===== src/rtl/kb_code_fifo.sv =====
// PS/2 set-2 make/break decoder feeding a first-word-fall-through key FIFO.
// One entry {ext, code} is queued per key release; typematic repeats are ignored.
module kb_code_fifo #(
    parameter int unsigned W_SIZE = 2
) (
    input  logic       clk,
    input  logic       reset,
    input  logic       scan_tick,
    input  logic [7:0] scan_data,
    input  logic       rd_key,
    output logic [7:0] key_code,
    output logic       key_ext,
    output logic       key_empty,
    output logic       key_full,
    output logic       overflow
);

    localparam int unsigned Depth = 2 ** W_SIZE;

    typedef enum logic {StMake, StBrk} state_e;

    state_e            state_q, state_d;
    logic              ext_q, ext_d;
    logic              ovf_q, ovf_d;
    logic [W_SIZE:0]   wr_ptr_q, wr_ptr_d;
    logic [W_SIZE:0]   rd_ptr_q, rd_ptr_d;
    logic [8:0]        mem_q [Depth];
    logic [8:0]        head;
    logic              push_req, push, pop;

    // Decoder: only scan_tick cycles move the state.
    always_comb begin
        state_d  = state_q;
        ext_d    = ext_q;
        push_req = 1'b0;
        if (scan_tick) begin
            unique case (state_q)
                StMake: begin
                    if (scan_data == 8'hE0) begin
                        ext_d = 1'b1;
                    end else if (scan_data == 8'hF0) begin
                        state_d = StBrk;
                    end else begin
                        ext_d = 1'b0;
                    end
                end
                StBrk: begin
                    if (scan_data == 8'hE0) begin
                        ext_d = 1'b1;
                    end else if (scan_data != 8'hF0) begin
                        push_req = 1'b1;
                        ext_d    = 1'b0;
                        state_d  = StMake;
                    end
                end
                default: state_d = StMake;
            endcase
        end
    end

    // Extra MSB on each pointer separates full from empty.
    assign key_empty = (wr_ptr_q == rd_ptr_q);
    assign key_full  = (wr_ptr_q[W_SIZE] != rd_ptr_q[W_SIZE]) &&
                       (wr_ptr_q[W_SIZE-1:0] == rd_ptr_q[W_SIZE-1:0]);

    always_comb begin
        pop      = rd_key & ~key_empty;
        push     = push_req & (~key_full | pop);
        wr_ptr_d = wr_ptr_q + {{W_SIZE{1'b0}}, push};
        rd_ptr_d = rd_ptr_q + {{W_SIZE{1'b0}}, pop};
        ovf_d    = ovf_q | (push_req & key_full & ~pop);
    end

    always_ff @(posedge clk or posedge reset) begin
        if (reset) begin
            state_q  <= StMake;
            ext_q    <= 1'b0;
            ovf_q    <= 1'b0;
            wr_ptr_q <= '0;
            rd_ptr_q <= '0;
        end else begin
            state_q  <= state_d;
            ext_q    <= ext_d;
            ovf_q    <= ovf_d;
            wr_ptr_q <= wr_ptr_d;
            rd_ptr_q <= rd_ptr_d;
        end
    end

    // Storage is deliberately not reset; the empty mask hides stale contents.
    always_ff @(posedge clk) begin
        if (push) begin
            mem_q[wr_ptr_q[W_SIZE-1:0]] <= {ext_q, scan_data};
        end
    end

    assign head     = mem_q[rd_ptr_q[W_SIZE-1:0]];
    assign key_code = key_empty ? 8'h00 : head[7:0];
    assign key_ext  = key_empty ? 1'b0 : head[8];
    assign overflow = ovf_q;

endmodule


===== config.mk =====
export PLATFORM = sky130hd
export DESIGN_NAME = kb_code_fifo
export DESIGN_NICKNAME = d
export VERILOG_FILES = /design/src/rtl/kb_code_fifo.sv
export SDC_FILE = /design/constraint.sdc
export NUM_CORES = 1
export LEC_CHECK = 0
export ABC_CLOCK_PERIOD_IN_PS = 3220
export BUFFER_PORTS_ARGS = -buffer_cell sky130_fd_sc_hd__buf_2
export CORE_MARGIN = 2
export CORE_UTILIZATION = 42
export DETAILED_ROUTE_END_ITERATION = 10
export PLACE_DENSITY_LB_ADDON = 0.1
export SLEW_MARGIN = 10
export SYNTH_ARGS = -nofsm -noshare
export SYNTH_HDL_FRONTEND = slang
export SYNTH_SLANG_ARGS = --single-unit
export TNS_END_PERCENT = 100

===== constraint.sdc =====
create_clock -name clk -period 3.22 [get_ports clk]
set_input_delay 0.161 -clock clk [delete_from_list [all_inputs] [get_ports clk]]
set_output_delay 0.161 -clock clk [all_outputs]
set_load 0.02 [all_outputs]

==> impl_metrics.ini <==
[status]
outcome = finished, final reports clean

[clocking]
insertion_delay_ps = 290
cts_made_buffers = 5
cts-root-buf = clkbuf_8
clk_path_buf_depth = 2
h-tree-depth = 2
cts_setup_buffers = 0
cts.sinks = 45
clkSlewWorstSetupHoldPaths_ps = 80
cts_tree = yes
ctsResizeCount = 0

[synthesis]
synth_edf_count = 36
synthFlopType = edfxtp_1
muxShareOfSynthArea_pct = 10.99
synth_area_leaders = edfxtp_1 59%, dfrtp_1 12%, mux4_2 11%
synth_fa_ha_area_share_pct = 2.714
synth_seq_cells = 45
yosys.area.top_type = edfxtp_1
synth_cell_types = 24
yosysTopAreaCellShare_pct = 58.62
synth_top_family_by_area = multiplexers
synth_xor_area_share_pct = 3.189
ys_seq_area_share_pct = 70.83
syn_avg_cell_area_um2 = 18.82
synthesis.instances = 98
async_reset_ff_share_pct = 20.00
synth_compound_gate_area_share_pct = 1.900
netlist_area_um2 = 1844
yosys.area_share.simple_pct = 8.820
synthesis.nets = 114
yosys_warnings = 0

[setup_path]
crit_arrival_ps = 1950
start_kind = flop
critical_path.cell_chain = xor2_2 -> nor3b_1 -> buf_4 -> nor2b_1 -> buf_2
r2r_cells = 6
crit_fanout = 11
crit_required_ps = 3060
crit_path_top_delay_cell = dfrtp_1
worstReg2RegStart = rd_ptr_q[1]$_DFF_PP0_
critPathKind = reg -> out
endpoint_kind = primary output
cp-startpoint = rd_ptr_q[1]$_DFF_PP0_
max_stage_delay_ps = 710
rrSetupSlack_ps = 1130

[layout]
seq_area_um2 = 1306
antenna_cells = 0
multi_input_area_um2 = 521.8
drive_above_1_share_pct = 38.35
fin_nets = 148
nFillCells = 385
area_delta_synth_final_pct = 18.25
layout.core_utilization_pct = 50.79

[die]
fp.dieH_um = 70.27
die_area_um2 = 4937
pin_count = 24
coreArea_um2 = 4294
rows = 24
initial_utilization_pct = 42.95
die_w_um = 70.27

[timing]
slew_violations = 0
final_hold_viol_count = 0
rsz0062_at_grt = no
setup_tns_ps = 0
finalCritPeriodShare_pct = 65.53
worst_pin_slew_ps = 583.8
setup_viol = 0
period_minus_slack_ps = 2110
max_freq_ghz = 0.4739
slew_headroom_pct = 61.08
skew_ps = 9.026
fin_ws_ps = 1110

[global_routing]
gr-total-overflow = 0
antenna_found_initial = 0
grt_pass1_wl_um = 5037
grt_start_max_net_pins = 14
grt_pass1_vias = 1014
grt_use_total_pct = 14.25

[placement]
pre_cts_ws_ps = 1131
io_buffers = 23
hpwl_um = 2142
gp_congestion = 0.6977

[power_and_ir_drop]
p_per_area_nw_per_um2 = 878.5
power.leakage_nw = 0.8076
ir_worst_vdd_mv = 0.4752

[drt]
final_antenna_net_count = 0
routed_wl_um = 3104
firstDrtPassIters = 4
dr_total_vias = 941
wl_per_cell_um = 16.78
vias_per_cell = 5.086
dr.first_iter.drc_count = 77
drc = 0

[hold_path]
hold-path-cell-count = 1
min_path_type = in -> reg
hp-start = scan_data[3]

[flow_run]
drv_cap = 0
-- power by group --
part	total [W]	internal, W	switching (W)
clock network	0.000404	0.000229	0.000175
logic	0.000731	0.000320	0.000412
registers	0.000780	0.000699	0.0000816
-- routing by layer --
metal  vias up  track usage [%]  part of all wire, %
li1        445                -                    -
met3         7            3.608                  3.9
met1       471            18.04                   43
met5         -                0                    0
met4         0            7.051                  2.3
met2        18            22.85                   51
-- synth_stat cells, types with 2 or more instances --
cell / count
xor2_2: 2
nor4_1: 4
edfxtp_1: 36
ha_1: 4
dfrtp_1: 9
buf_2: 2
nor2b_1: 10
a21oi_1: 2
xor2_1: 2
nor2_1: 2
inv_1: 3
nor3b_1: 2
mux4_2: 9
-- kinds of logic after synthesis --
logic type               count (synthesis)
flip-flops                              45
adder cells (fa/ha/maj)                  4
XOR/XNOR                                 5
AO/OA/AOI/OAI                            5
multiplexers                             9
buffers and inverters                    6
AND/OR/NAND/NOR                         24
-- final cells by class --
| class | count | share of cell area, % |
|---|---|---|
| well taps | 52 | 2.983 |
| repair buffers | 30 | 7.803 |
| clock buffers | 6 | 3.328 |
| clock inverters | 2 | 1.549 |
| multi-input cells | 47 | 23.92 |
| inverters | 3 | 0.5164 |
| flip-flops and latches | 45 | 59.90 |
-- flip-flops by register name, summed over array words and instances, names as in the netlist, named ones only --
name      cells
overflow      1
wr_ptr_q      3
mem_q        36
ext_q         1
rd_ptr_q      3
-- placed cells by master, fill, tap and decap left out, types with 3 or more instances in the layout --
cell type	synthesis	layout
inv_1	3	3
dfrtp_1	9	9
clkbuf_8	0	5
ha_1	4	4
mux4_2	9	9
buf_4	1	6
buf_2	2	23
edfxtp_1	36	36
nor2b_1	10	10
-- stage by stage --
step	instance area, um2	hold WS (ps)	cells	power [W]
after floorplan	1844	-11.08	98	0.001318
after global placement	2064	126.1	176	0.001536
after detailed placement	2064	134.3	176	0.001545
after CTS	2181	94.98	185	0.001947
after global routing	2181	94.99	185	0.002031
final	2181	98.99	185	0.001916
-- final timing paths --
| check | endpoint |
|---|---|
| worst max-delay path | key_code[5] |
| worst min-delay path | mem_q[0][3]$_DFFE_PP_ |
| worst max register to register | wr_ptr_q[2]$_DFF_PP0_ |
| worst min register to register | overflow$_DFF_PP0_ |
| max in group asynchronous | rd_ptr_q[1]$_DFF_PP0_ |
| min in group asynchronous | asynchronous set/reset pin |
-- worst max-delay path: cells and delay by family (launching register included) --
family        cells  cell delay (ps)
xor+xnor          1              200
simple gates      2              350
buf+inv           2              390
flops             1              710
-- what timing repair did --
item | in CTS | in global routing
endpoints found under the setup margin | 0 | 0
hold buffers | 1 | 0
endpoints found under the hold margin | 9 | 0
No activity file was read; power rests on OpenSTA's default activity.
